<file path="src/rtl/config_pkg.sv">
// Shared types and helpers for the password-gated configuration register bank.
package config_pkg;

    typedef enum logic [1:0] {
        IDLE,
        AUTH,
        WRITE,
        LOCKED
    } state_t;

    // Width of an index or counter able to hold 0..n-1, never narrower than one bit.
    function automatic int idx_width(input int n);
        return (n <= 1) ? 1 : $clog2(n);
    endfunction

endpackage

</file>
<file path="src/rtl/config_word_reg.sv">
// One configuration word: a DATA_WIDTH register with synchronous reset and write enable.
module config_word_reg #(
    parameter int DATA_WIDTH = 7
) (
    input  logic                  clock,
    input  logic                  reset,
    input  logic                  write_en,
    input  logic [DATA_WIDTH-1:0] data_in,
    output logic [DATA_WIDTH-1:0] data_out
);

    // NOTE: configuration words are flops, not a RAM, so they take the reset like any other state.
    always_ff @(posedge clock) begin
        if (reset) begin
            data_out <= '0;
        end else if (write_en) begin
            data_out <= data_in;
        end
    end

endmodule

</file>
<file path="src/rtl/config_register_bank.sv">
// Password-gated bank of NUM_REGS configuration words with failed-attempt lockout.
module config_register_bank
    import config_pkg::*;
#(
    parameter  int DATA_WIDTH  = 7,
    parameter  int NUM_REGS    = 2,
    parameter  int KEY_WIDTH   = 8,
    parameter  int MAX_TRIES   = 3,
    parameter  int LOCK_CYCLES = 1024,
    localparam int IDX_W       = idx_width(NUM_REGS)
) (
    input  logic                         clock,
    input  logic                         reset,
    input  logic                         request,
    input  logic                         confirm,
    input  logic [KEY_WIDTH-1:0]         password,
    input  logic [KEY_WIDTH-1:0]         user_data,
    output logic [NUM_REGS*DATA_WIDTH-1:0] reg_data,
    output logic [IDX_W-1:0]             write_index,
    output logic                         busy,
    output logic                         locked,
    output logic                         done,
    output logic                         auth_fail
);

    localparam int FAIL_W = idx_width(MAX_TRIES + 1);
    localparam int LOCK_W = idx_width(LOCK_CYCLES);

    state_t            state, next_state;
    logic [IDX_W-1:0]  next_index;
    logic [FAIL_W-1:0] fail_cnt, next_fail;
    logic [LOCK_W-1:0] lock_cnt, next_lock;
    logic              next_done, next_auth_fail;
    logic              write_en;

    // NOTE: sequential state uses <= so every flop samples pre-edge values; the comb block uses =.
    always_ff @(posedge clock) begin
        if (reset) begin
            state       <= IDLE;
            write_index <= '0;
            fail_cnt    <= '0;
            lock_cnt    <= '0;
            busy        <= 1'b0;
            locked      <= 1'b0;
            done        <= 1'b0;
            auth_fail   <= 1'b0;
        end else begin
            state       <= next_state;
            write_index <= next_index;
            fail_cnt    <= next_fail;
            lock_cnt    <= next_lock;
            busy        <= (next_state == AUTH) || (next_state == WRITE);
            locked      <= (next_state == LOCKED);
            done        <= next_done;
            auth_fail   <= next_auth_fail;
        end
    end

    // NOTE: every variable gets a default up front so no path through the case infers a latch.
    always_comb begin
        next_state     = state;
        next_index     = write_index;
        next_fail      = fail_cnt;
        next_lock      = lock_cnt;
        next_done      = 1'b0;
        next_auth_fail = 1'b0;
        write_en       = 1'b0;
        case (state)
            IDLE: begin
                if (request) next_state = AUTH;
            end
            AUTH: begin
                if (confirm) begin
                    if (user_data == password) begin
                        next_state = WRITE;
                        next_index = '0;
                        next_fail  = '0;
                    end else begin
                        next_auth_fail = 1'b1;
                        next_fail      = fail_cnt + FAIL_W'(1);
                        if (fail_cnt == FAIL_W'(MAX_TRIES - 1)) begin
                            next_state = LOCKED;
                            next_lock  = LOCK_W'(LOCK_CYCLES - 1);
                        end else begin
                            next_state = IDLE;
                        end
                    end
                end
            end
            WRITE: begin
                // Abort takes priority over a simultaneous write.
                if (request) begin
                    next_state = IDLE;
                    next_index = '0;
                end else if (confirm) begin
                    write_en = 1'b1;
                    if (write_index == IDX_W'(NUM_REGS - 1)) begin
                        next_state = IDLE;
                        next_done  = 1'b1;
                        next_index = '0;
                    end else begin
                        next_index = write_index + IDX_W'(1);
                    end
                end
            end
            LOCKED: begin
                if (lock_cnt == '0) begin
                    next_state = IDLE;
                    next_fail  = '0;
                end else begin
                    next_lock = lock_cnt - LOCK_W'(1);
                end
            end
            default: next_state = IDLE;
        endcase
    end

    for (genvar i = 0; i < NUM_REGS; i++) begin : g_word
        config_word_reg #(
            .DATA_WIDTH(DATA_WIDTH)
        ) u_word (
            .clock    (clock),
            .reset    (reset),
            .write_en (write_en && (write_index == IDX_W'(i))),
            .data_in  (user_data[DATA_WIDTH-1:0]),
            .data_out (reg_data[i*DATA_WIDTH +: DATA_WIDTH])
        );
    end

endmodule

</file>
<file path="config.mk">
export PLATFORM = sky130hd
export DESIGN_NAME = config_register_bank
export DESIGN_NICKNAME = d
export VERILOG_FILES = /design/src/rtl/config_pkg.sv /design/src/rtl/config_word_reg.sv /design/src/rtl/config_register_bank.sv
export SDC_FILE = /design/constraint.sdc
export NUM_CORES = 1
export LEC_CHECK = 0
export ABC_AREA = 1
export CAP_MARGIN = 40
export CORE_MARGIN = 3
export CORE_UTILIZATION = 46
export DETAILED_ROUTE_END_ITERATION = 8
export PLACE_DENSITY = 0.76
export REMOVE_ABC_BUFFERS = 1
export SYNTH_ARGS = -nofsm -noshare
export SYNTH_HDL_FRONTEND = slang
export SYNTH_HIERARCHICAL = 1
export SYNTH_SLANG_ARGS = --single-unit
</file>
<file path="constraint.sdc">
create_clock -name clock -period 1.8 [get_ports clock]
set_clock_uncertainty 0.1 [all_clocks]
set_input_delay 0.36 -clock clock [delete_from_list [all_inputs] [get_ports clock]]
set_output_delay 0.36 -clock clock [all_outputs]
set_load 0.005 [all_outputs]
</file>
==> results of run 1 <==
[cells in the final DEF (no fill, tap or decap), drive strengths merged, types with 2 or more instances in the layout]
master,instances
nand2,91
nor2,67
inv,46
clkdlybuf4s50,34
dfxtp,33
buf,21
a21oi,20
nand3,19
xnor2,5
clkbuf,5
ha,4
dlymetal6s2s,4
nor3,3
o21ai,2
clkinv,2
[final timing paths]
kind,start,to,slack [ps],cells past startpoint
worst max-delay path,user_data[2],busy$_SDFF_PP0_,70,10
worst min register to register,g_word[0].u_word/data_out[6]$_SDFFE_PP0P_,g_word[0].u_word/data_out[6]$_SDFFE_PP0P_,370,2
worst max register to register,lock_cnt[0]$_SDFFE_PP0P_,busy$_SDFF_PP0_,90,10
worst min-delay path,user_data[0],g_word[0].u_word/data_out[0]$_SDFFE_PP0P_,360,5
[routing by layer]
metal / track usage [%] / up-vias / routed length [um]
met2: 29.56 / 45 / 1935
li1: - / 1016 / -
met1: 22.91 / 801 / 2059
met3: 5.797 / 6 / 249
met4: 6.508 / 0 / 49
met5: 0 / - / 0
[per-stage QoR]
step	worst slack, ps	hold slack, ps
after floorplan	0.6279	329.1
after global routing	-17.42	393.9
after CTS	21.35	374.7
final	70.55	361.3
after detailed placement	-296.4	362.2
after global placement	-216.7	358.0
[layout make-up]
cell class | count | area (um^2)
Fill cell | 335 | 1260
Multi-Input combinational cell | 213 | 963.4
Timing Repair Buffer | 59 | 564.3
Sequential cell | 33 | 661.9
Clock inverter | 3 | 17.52
Clock buffer | 5 | 68.82
Inverter | 46 | 175.2
Tap cell | 48 | 60.06
[tightest hold or removal path, cell delays in order]
cell,delay [ps]
dlymetal6s2s_1,160
inv_1,60
nand2_1,40
nand2_1,50
nor2_1,30
[kinds of logic after synthesis]
family          Yosys count
compound gates           22
xor+xnor                  5
fa+ha+maj                 4
buf+inv                  52
flops                    33
simple gates            182
[timing repair]
item                       in CTS  in global routing
pin swaps                       0                  1
gates resized for setup         1                  9
setup endpoints to repair       1                 17
[synthesized netlist by cell type (2+ instances only)]
master and n:
dfxtp_1 33, nand3_2 3, ha_1 4, nor3_1 3, nand2_1 88, nand2_2 3
buf_6 3, inv_1 43, nand3_1 16, xnor2_1 5, inv_2 2, o21ai_0 2
nor2_1 65, a21oi_1 20
[registers in the layout, indices dropped and copies added, names as in the netlist]
name                    cells
done                        1
lock_cnt                   10
write_index                 1
g_word.u_word/data_out     14
busy                        1
state                       2
fail_cnt                    2
locked                      1
auth_fail                   1
[power breakdown]
group	switching, mW	total [mW]	internal, mW
Combinational	0.0781	0.170	0.0921
Clock	0.283	0.549	0.267
Sequential	0.00394	0.741	0.737
==> results.env, run 1 <==
GRT-OVFL-TOTAL=0
FINAL_CORE_UTIL_PCT=66.59
CRITPATHCAPTURETYPE='flip-flop'
DR_TOTAL_VIAS=1868
ROUTABILITYCONGESTION=0.8524
TIMING.SLEW.HEADROOM_PCT=80.89
INSERTEDDIODECOUNT=0
WORSTSETUPPATHTYPE='in2reg'
VIAS_PER_CELL=4.590
TRITONCTS='built'
FINAL_MIN_PERIOD_OVER_CLOCK_PERIOD_PCT=96.08
FINAL-SETUP-VIOL-COUNT=0
DIEAREA_UM2=4814
SYN2LAYOUT_AREA_GROWTH_PCT=35.88
TRACK_USAGE_PCT=18.33
SYNTH-MAIN-FF-CELL='dfxtp_1'
LAYOUT.CELL_AREA.NON_FILLER_UM2=2511
SYNTH_WARNINGS=6
POST_SYNTH_MUX_AREA_SHARE_PCT=0
DOMINANT_COMBINATIONAL_CELL_FAMILY_BY_AREA_AFTER_SYNTHESIS='simple AND/OR/NAND/NOR gates'
GRT_FIRST_PASS_WIRELENGTH_MM=7.272
LAYOUT.NETS=382
GRT_START_MAX_NET_PINS=19
NETLIST-CELL-TYPE-COUNT=22
SLOWEST_STAGE_CELL_CRIT_PATH='clkdlybuf4s50_1'
STD_CELL_ROWS=22
ASYNCSETRESETFLOPFRACSYNTH_PCT=0
FINAL-MAX-SLEW-VIOLATION-COUNT=0
SYN-INSTANCE-COUNT=298
IO_PINS=39
COUNT_OF_STATE_ELEMENTS_AFTER_SYNTHESIS=33
SIMPLE_GATE_SHARE_OF_THE_SYNTHESIZED_AREA_PCT=40.49
VDD_DROP_MAX_mV=0.3606
SYNTH_COMPOUND_AREA_SHARE_PCT=5.958
RUN_STATUS='finished clean'
NUMPORTBUFFERS=38
DRT_PASS1_ITERATIONS=4
SYNTH_LARGEST_AREA_CELL='dfxtp_1'
CLKLATENCYLATEPIN_PS=290
TIGHTEST_SLEW_PS=286.7
CRITICAL_PATH_FANOUT_MAX=3
CRIT_PATH_CELL_TRACE='clkdlybuf4s50_1 > xnor2_1 > nand2_1 > nor2_2 > nand2_2 > nand3_1 > nand2_1 > ha_1 > inv_1 > nor2_1'
PNR_TOTAL_POWER_mW=1.460
ROOT_BUFFER='clkbuf_8'
ROUTED_WIRELENGTH_MM=4.295
WL_PER_CELL_UM=10.55
NUMBER_OF_BUFFERS_AND_INVERTERS_ON_THE_CRITICAL_PATH=2
SYNTH_EDF_COUNT=0
YOSYS.AREA_SHARE.XOR_XNOR_PCT=2.370
GRT_ANTENNA_BEFORE_REPAIR=0
POST_SYNTH_INSTANCE_AREA_UM2=1848
PWR_DENSITY_CELL_nW_PER_UM2=581.4
DIE_HEIGHT_UM=69.39
FIRST_GLOBAL_VIAS=1711
SETUP_TOTAL_NEGATIVE_SLACK_PS=0
LAYOUT.CELLS.NON_FILLER=407
SEQ_AREA_FRAC_SYNTH_PCT=35.75
CTS.SINKS=33
LAYOUT-DRIVE-GT1-SHARE_PCT=12.81
POSTSYNTHAREAPERCELL_UM2=6.201
DR.FIRST_ITER.DRC_COUNT=110
FP.DIEW_UM=69.39
CTS-HOLD-FIX-BUFFERS=0
DETAIL_ROUTE.DRC_VIOLATIONS=0
POST-ROUTE-MIN-PERIOD_PS=1729
PLACEMENT.CELL_AREA_UM2=2399
YOSYS.AREA_SHARE.ADDER_PCT=2.708
CTS_BUFFER_DEPTH=2
YS_TOP_CELLS_BY_AREA='dfxtp_1, nand2_1, nor2_1'
SYNTHDOMINANTCELLAREASHARE_PCT=35.75
MIN-DELAY-PATH-CLASS='in2reg'
FINAL_ANTENNA_NET_COUNT=0
NUMCTSBUFFERS=5
CRIT_FAMILY='buffers and inverters'
MAX_FREQ_GHz=0.5782
START_UTIL_PCT=49.00
CRIT_TOP_CELL='nand2_1'
MAX-CAP-VIOLATIONS=0
CLKTRANSATPATHREGS_PS=70
CTS_SETUP_BUFFERS=0
HTREE_LEVELS=2
TIMING.CRITICAL_PATH.REQUIRED_PS=1890
DP_CELLS=399
WORST_SETUP_SP_TYPE='primary input'
POWER_LEAKAGE_nW=1.239
CP.ARRIVAL_PS=1820
CORE_REGION_AREA_UM2=3771
FINALHOLDVIOLCOUNT=0
SLOWEST_DELAY_PS=490
DP.FINAL_HPWL_MM=3.211
Note: power is estimated with default switching activity, not from simulation.
==> run 2: changes to the inputs <==
Settings changed: CORE_UTILIZATION 46 to 44, PLACE_DENSITY 0.76 to 0.73.
==> results.env, run 2 (synthesis results as in run 1) <==
RUN_STATUS='finished clean'
WORST_SETUP_SP_TYPE='primary input'
POWER.SWITCHING_FRACTION_PCT=23.14  # -1.9 points
LARGEST_REGISTER_FFS=14  # unchanged
DETAILROUTE.WIRELENGTH.MET3_UM=245  # -1.6%
GRT-OVFL-TOTAL=0  # unchanged
FINAL_COMMON_CELL='nand2_1'
PWR_DENSITY_CELL_nW_PER_UM2=559.7  # -3.7%
FINALHOLDVIOLCOUNT=0  # unchanged
CORE_REGION_AREA_UM2=3854  # +2.2%
INTERNAL_POWER_mW=1.083  # -1.1%
TIMING.CRITICAL_PATH.REQUIRED_PS=1880  # about the same
POWER.SHARE.CLOCK_PCT=35.2  # -2.4 points
NUMCTSBUFFERS=5  # unchanged
MET2_WL_POST_DR_MM=1.973  # +2.0%
SYN2LAYOUT_AREA_GROWTH_PCT=36.22
CTS_SETUP_BUFFERS=0  # unchanged
NUMPORTBUFFERS=38  # unchanged
CLKLATENCYLATEPIN_PS=280  # about the same
WL_PER_CELL_UM=10.43  # -1.1%
FINAL-MAX-SLEW-VIOLATION-COUNT=0  # unchanged
TIGHTEST_SLEW_PS=271.5  # -15.13 ps
MAX_FREQ_GHz=0.5849  # +1.2%
START_UTIL_PCT=47.95  # -1.1 points
FP.DIEW_UM=70.81  # +2.0%
DP_WORST_SETUP_SLACK_PS=-285.8  # +10.54 ps
VIAS_PER_CELL=4.699  # +2.4%
CP.ARRIVAL_PS=1790  # -30 ps
CTS_BUFFER_DEPTH=2  # unchanged
FINAL_CORE_UTIL_PCT=65.32  # -1.3 points
FINAL-SETUP-VIOL-COUNT=0  # unchanged
POWER_LEAKAGE_nW=1.244  # +0.42%
CTS.SINKS=33  # unchanged
FIRST_GLOBAL_VIAS=1786  # +4.4%
TRITONCTS='built'
POST-ROUTE-MIN-PERIOD_PS=1710  # -19.70 ps
ROUTABILITYCONGESTION=0.8347  # -2.1%
IO_PINS=39  # unchanged
CLKTRANSATPATHREGS_PS=60  # about the same
PNR_TOTAL_POWER_mW=1.409  # -3.5%
DETAIL_ROUTE.DRC_VIOLATIONS=0  # unchanged
CRIT_PATH_CELL_TRACE='clkdlybuf4s50_1 > inv_1 > nand2_1 > nand2_1 > nand2_1 > nor2_4 > nand2_2 > nand2_1 > nand2_1 > nand2_1 > ha_1 > inv_1 > nor2_1'
DIEAREA_UM2=5013  # +4.1%
CRITICAL_PATH_FANOUT_MAX=3  # unchanged
DRT_PASS1_ITERATIONS=4  # unchanged
FINAL_ANTENNA_NET_COUNT=0  # unchanged
VDD_DROP_MAX_mV=0.3854  # +6.9%
MIN-DELAY-PATH-CLASS='in2reg'
TOPROUTINGLAYERUSED='met4'
INSERTEDDIODECOUNT=0  # unchanged
WORST_SLACK_PS=90.25  # +19.70 ps
GRT_FIRST_PASS_WIRELENGTH_MM=7.334  # +0.85%
WORSTSETUPPATHTYPE='in2reg'
DR.FIRST_ITER.DRC_COUNT=56  # -49%
FINAL_MIN_PERIOD_OVER_CLOCK_PERIOD_PCT=94.99  # -1.1 points
SEQUENTIALPOWERSHARE_PCT=52.6  # +1.9 points
LARGEST_REGISTER='g_word.u_word/data_out'
LAYOUT.NETS=382  # unchanged
MAX-CAP-VIOLATIONS=0  # unchanged
ROUTED_WIRELENGTH_MM=4.226  # -1.6%
DP.FINAL_HPWL_MM=3.215  # +0.13%
HTREE_LEVELS=2  # unchanged
GRT_START_MAX_NET_PINS=19  # unchanged
SLOWEST_DELAY_PS=470  # -20 ps
GRT_ANTENNA_BEFORE_REPAIR=0  # unchanged
SLOWEST_STAGE_CELL_CRIT_PATH='clkdlybuf4s50_1'
SHARE_COMB_OF_TOTAL_POWER_PCT=12.2  # +0.5 points
TIMING.SLEW.HEADROOM_PCT=81.83  # +0.94 points
NET-SWITCHING-POWER_uW=326.0  # -11%
ROOT_BUFFER='clkbuf_8'
MET1_LENGTH_MM=1.931  # -6.2%
LAYOUT-DRIVE-GT1-SHARE_PCT=13.45  # +0.63 points
DR_TOTAL_VIAS=1903  # +1.9%
DIE_HEIGHT_UM=70.81  # +2.0%
STD_CELL_ROWS=22  # unchanged
CRITPATHCAPTURETYPE='flip-flop'
TRACK_USAGE_PCT=17.93  # -0.41 points
REG.LARGEST.LIST='g_word.u_word/data_out (14), lock_cnt (10)'
LAYOUT.CELLS.MOST_COMMON_LIST='nand2_1, nor2_1, inv_1, clkdlybuf4s50_1, dfxtp_1'
CRIT_TOP_CELL='nand2_1'
HOLD_SLACK_PS=364.9  # +3.592 ps
run 2: cell types whose count changed in the layout (fill, tap and decap cells not counted):
cell / previous run / this run
nor2_2: 3 / 4
a21oi_1: 19 / 18
clkinv_2: 2 / 1
clkinvlp_4: 1 / 0
dlymetal6s2s_1: 4 / 5
nor2_4: 1 / 2
nor2_1: 63 / 61
clkdlybuf4s50_1: 34 / 33
nand2_1: 87 / 86
a21oi_2: 1 / 2
nand2_2: 4 / 5
run 2: final timing paths:
| path | start | to | slack, ps | cells after the start |
|---|---|---|---|---|
| worst min register to register | g_word[0].u_word/data_out[2]$_SDFFE_PP0P_ | g_word[0].u_word/data_out[2]$_SDFFE_PP0P_ | 370 | 2 |
| worst min-delay path | user_data[1] | g_word[1].u_word/data_out[1]$_SDFFE_PP0P_ | 360 | 5 |
| worst max-delay path | password[5] | busy$_SDFF_PP0_ | 90 | 13 |
| worst max register to register | lock_cnt[0]$_SDFFE_PP0P_ | busy$_SDFF_PP0_ | 160 | 10 |
run 2: final cells by class:
cell class                      instances  area (um^2)
Clock buffer                            5        68.82
Sequential cell                        33        661.9
Multi-Input combinational cell        213        979.7
Fill cell                             377         1336
Clock inverter                          1        5.005
Tap cell                               48        60.06
Inverter                               46        175.2
Timing Repair Buffer                   59        566.8
run 2: worst max-delay path, delay by kind of cell:
kind | cells | cell delay (ps)
buffers and inverters | 3 | 560
AND/OR/NAND/NOR | 9 | 570
adder cells (fa/ha/maj) | 1 | 290
run 2: metrics by stage:
step	setup TNS [ps]	instance area, um^2	cells
6_report	0	2517	405
3_3_place_gp	-4250	2399	399
4_1_cts	0	2475	405
3_5_place_dp	-4988	2399	399
2_1_floorplan	0	1788	292
5_1_grt	-17.50	2517	405
run 2: repair_timing:
item                                    4_1_cts  5_1_grt
hold buffers                                  0        0
cloned                                        0        0
endpoints found under the setup margin        1       20
endpoints found under the hold margin         0        0
pin swaps                                     0        3
resized for setup                             1       15
run 2: power groups by stage:
| stage | registers (mW) | logic (mW) | clock network [mW] |
|---|---|---|---|
| 2_1_floorplan | 0.757 | 0.0731 | 0 |
| 3_3_place_gp | 0.757 | 0.165 | 0 |
| 3_5_place_dp | 0.758 | 0.168 | 0 |
| 4_1_cts | 0.741 | 0.170 | 0.512 |
| 5_1_grt | 0.742 | 0.195 | 0.541 |
| 6_report | 0.742 | 0.172 | 0.495 |
run 2: layer usage:
| layer | vias up | GRT usage [%] |
|---|---|---|
| met4 | 0 | 7.098 |
| met1 | 835 | 22.00 |
| met3 | 10 | 5.398 |
| met5 | - | 0 |
| met2 | 43 | 29.35 |
| li1 | 1015 | - |
==> run 3: changes to the inputs <==
Settings changed: PLACE_DENSITY 0.73 to 0.74, SYNTH_HIERARCHICAL 1 to unset.
==> results.env, run 3 <==
WORST_SETUP_SP_TYPE='primary input'
CP.ARRIVAL_PS=1790  # about the same
FIRST_GLOBAL_VIAS=1672  # -6.4%
CRITPATHCAPTURETYPE='flip-flop'
GRT_UTIL_MET1_PCT=24.84  # +2.8 points
DIEAREA_UM2=4768  # -4.9%
MAX-CAP-VIOLATIONS=0  # unchanged
CRITICAL_PATH_FANOUT_MAX=3  # unchanged
POST_SYNTH_MUX_AREA_SHARE_PCT=0  # unchanged
FINAL-SETUP-VIOL-COUNT=0  # unchanged
DOMINANT_COMBINATIONAL_CELL_FAMILY_BY_AREA_AFTER_SYNTHESIS='simple AND/OR/NAND/NOR gates'
PWR_DENSITY_CELL_nW_PER_UM2=622.6  # +11%
SYNTHDOMINANTCELLAREASHARE_PCT=37.77  # +2.0 points
STD_CELL_ROWS=22  # unchanged
GRT_ANTENNA_BEFORE_REPAIR=0  # unchanged
LAYOUT.CELL_AREA.NON_FILLER_UM2=2442  # -3.0%
FINAL_MIN_PERIOD_OVER_CLOCK_PERIOD_PCT=95.04  # about the same
DIE_HEIGHT_UM=69.05  # -2.5%
NET-SWITCHING-POWER_uW=403.5  # +24%
YS_TOP_CELLS_BY_AREA='dfxtp_1, nand2_1, a21oi_1'
POST_SYNTH_INSTANCE_AREA_UM2=1749  # -5.3%
POSTSYNTHAREAPERCELL_UM2=6.702  # +8.1%
PLACEMENT.CELL_AREA_UM2=2307  # -3.8%
SEQUENTIALPOWERSHARE_PCT=49.6  # -3.0 points
ROUTABILITYCONGESTION=0.8653  # +3.7%
LAYOUT-DRIVE-GT1-SHARE_PCT=15.79  # +2.3 points
GRT-OVFL-TOTAL=0  # unchanged
TIGHTEST_SLEW_PS=426.3  # +154.7 ps
FP.DIEW_UM=69.05  # -2.5%
GR_UTIL_MET2_PCT=30.51  # +1.2 points
DP.FINAL_HPWL_MM=3.340  # +3.9%
RSZ0062_AT_GRT='false'
FINAL_CORE_UTIL_PCT=65.24  # -0.084 points
ASYNCSETRESETFLOPFRACSYNTH_PCT=0  # unchanged
TRACK_USAGE_PCT=18.94  # +1.0 points
DETAIL_ROUTE.DRC_VIOLATIONS=0  # unchanged
LAYOUT.FILLER_CELLS=348  # -7.7%
IO_PINS=39  # unchanged
LAYOUT.NETS=346  # -9.4%
TIMING.SLEW.HEADROOM_PCT=71.55  # -10 points
SYNTH_EDF_COUNT=0  # unchanged
MIN-DELAY-PATH-CLASS='in2reg'
SIMPLE_GATE_SHARE_OF_THE_SYNTHESIZED_AREA_PCT=35.34  # -5.2 points
FINAL_ANTENNA_NET_COUNT=0  # unchanged
INTERNAL_POWER_mW=1.117  # +3.1%
SEQ_AREA_FRAC_SYNTH_PCT=37.77  # +2.0 points
CLKTRANSATPATHREGS_PS=80  # +20 ps
CORE_REGION_AREA_UM2=3744  # -2.9%
SHARE_COMB_OF_TOTAL_POWER_PCT=14.3  # +2.1 points
NETLIST-CELL-TYPE-COUNT=24  # +9.1%
R2R.WORST_PATH.CELLS=10  # unchanged
DR_TOTAL_VIAS=1804  # -5.2%
ROUTED_WIRELENGTH_MM=4.386  # +3.8%
SYNTH-MAIN-FF-CELL='dfxtp_1'
TIMING.CRITICAL_PATH.REQUIRED_PS=1880  # about the same
MAX_FREQ_GHz=0.5845  # about the same
FINAL_COMMON_CELL='nand2_1'
REG.LARGEST.LIST='g_word.u_word.data_out (14), lock_cnt (10)'
POWER.SWITCHING_FRACTION_PCT=26.53  # +3.4 points
GLOBALROUTEMET3UTIL_PCT=4.519  # -0.88 points
YOSYS-TOP-CELLS-COUNT='nand2_1, a21oi_1, dfxtp_1'
DP_CELLS=362  # -9.3%
FINAL-MAX-SLEW-VIOLATION-COUNT=0  # unchanged
CTS_BUFFER_DEPTH=2  # unchanged
POST-ROUTE-MIN-PERIOD_PS=1711  # +0.9917 ps
PNR_TOTAL_POWER_mW=1.521  # +7.9%
CLKLATENCYLATEPIN_PS=290  # about the same
SYN2LAYOUT_AREA_GROWTH_PCT=39.63
SYNTH_LARGEST_AREA_CELL='dfxtp_1'
YOSYS.AREA_SHARE.XOR_XNOR_PCT=2.504  # +0.13 points
DR.FIRST_ITER.DRC_COUNT=118  # +110%
INSERTEDDIODECOUNT=0  # unchanged
CTS-HOLD-FIX-BUFFERS=0  # unchanged
HOLD_SLACK_PS=339.7  # -25.25 ps
GLOBAL_ROUTE.PEAK_USAGE_LAYER='met2'
HTREE_LEVELS=2  # unchanged
VDD_DROP_MAX_mV=0.4609  # +20%
NUMCTSBUFFERS=5  # unchanged
POWER_LEAKAGE_nW=1.084  # -13%
LAYOUT.CELLS.NON_FILLER=371  # -8.4%
NUMPORTBUFFERS=38  # unchanged
YOSYS.AREA_SHARE.ADDER_PCT=2.861  # +0.15 points
SYN-INSTANCE-COUNT=261  # -12%
POWER.SHARE.CLOCK_PCT=36.1  # +0.9 points
WORSTSETUPPATHTYPE='in2reg'
FINALHOLDVIOLCOUNT=0  # unchanged
CTS.SINKS=33  # unchanged
SYNTH_WARNINGS=0  # -6
HOLDPATHSTAGES=3  # -2
TRITONCTS='built'
COUNT_OF_STATE_ELEMENTS_AFTER_SYNTHESIS=33  # unchanged
VIAS_PER_CELL=4.863  # +3.5%
GRT_START_MAX_NET_PINS=21  # +2
GRT_FIRST_PASS_WIRELENGTH_MM=7.472  # +1.9%
SYNTH_COMPOUND_AREA_SHARE_PCT=12.16  # +6.2 points
DRT_PASS1_ITERATIONS=4  # unchanged
LARGEST_REGISTER='g_word.u_word.data_out'
LARGEST_REGISTER_FFS=14  # unchanged
LAYOUT.CELLS.MOST_COMMON_LIST='nand2_1, dfxtp_1, clkdlybuf4s50_1, a21oi_1, nor2_1'
ROOT_BUFFER='clkbuf_8'
WL_PER_CELL_UM=11.82  # +13%
START_UTIL_PCT=46.72  # -1.2 points
RUN_STATUS='finished clean'
YOSYS.CELL_COUNT.TOP_TYPE='nand2_1'
-- run 3: cell types whose count changed after synthesis, moves of 2 or more --
cell,before,now
nand3_1,16,26
nand3b_1,0,2
a21oi_1,20,33
o21ai_0,2,8
inv_1,43,26
nor2_1,65,29
buf_2,0,2
nor2_2,1,5
nand2_1,88,67
-- run 3: kinds of logic (layout without fill, tap and decap cells) --
family	count (synthesis)	after routing
compound gates	42	42
xor+xnor	5	5
fa+ha+maj	4	4
buf+inv	37	99
flops	33	33
simple gates	140	140
-- run 3: layout make-up --
| class | count | area (um^2) | area share [%] |
|---|---|---|---|
| Sequential cell | 33 | 660.6 | 27.05 |
| Clock inverter | 3 | 17.52 | 0.7172 |
| Inverter | 30 | 116.4 | 4.764 |
| Tap cell | 48 | 60.06 | 2.459 |
| Multi-Input combinational cell | 191 | 947.2 | 38.78 |
| Clock buffer | 5 | 68.82 | 2.818 |
| Timing Repair Buffer | 61 | 571.8 | 23.41 |
-- run 3: repair_timing --
action / CTS / global route
pin swaps: 1 / 3
buffers inserted: 0 / 1
gates resized for setup: 0 / 13
endpoints found under the setup margin: 1 / 9
cloned: 0 / 0
-- run 3: routing by layer --
layer	vias to the layer above	share of wire (%)
li1	951	-
met5	-	0
met3	5	5.3
met2	35	46
met1	813	48
met4	0	1.1
-- run 3: power groups by stage --
| stage | registers [mW] | clock network [mW] | logic (mW) |
|---|---|---|---|
| after global routing | 0.755 | 0.588 | 0.246 |
| after CTS | 0.753 | 0.558 | 0.214 |
| final | 0.754 | 0.549 | 0.217 |
| after detailed placement | 0.770 | 0 | 0.213 |
| after floorplan | 0.768 | 0 | 0.108 |
| after global placement | 0.770 | 0 | 0.209 |
-- run 3: worst paths after layout --
check,start,end,slack [ps]
worst min-delay path,user_data[5],g_word[0].u_word.data_out[5]$_SDFFE_PP0P_,340
worst max register to register,lock_cnt[1]$_SDFFE_PP0P_,busy$_SDFF_PP0_,160
worst min register to register,g_word[0].u_word.data_out[0]$_SDFFE_PP0P_,g_word[0].u_word.data_out[0]$_SDFFE_PP0P_,370
worst max-delay path,password[2],busy$_SDFF_PP0_,90
-- run 3: metrics by stage --
stage | setup TNS (ps) | setup slack, ps
6_report | 0 | 89.25
5_1_grt | 0 | 3.030
4_1_cts | 0 | 15.74
3_5_place_dp | -2294 | -301.4
3_3_place_gp | -1544 | -212.8
2_1_floorplan | 0 | 206.4
-- run 3: critical path: stages --
cell and delay, ps:
clkdlybuf4s50_1 470, xnor2_1 120, nand2_1 90, nor2_2 170, nand2_2 90, nand2_2 70, nand2_1 60, nand2_1 70
ha_1 220, inv_1 50, nor2_1 30
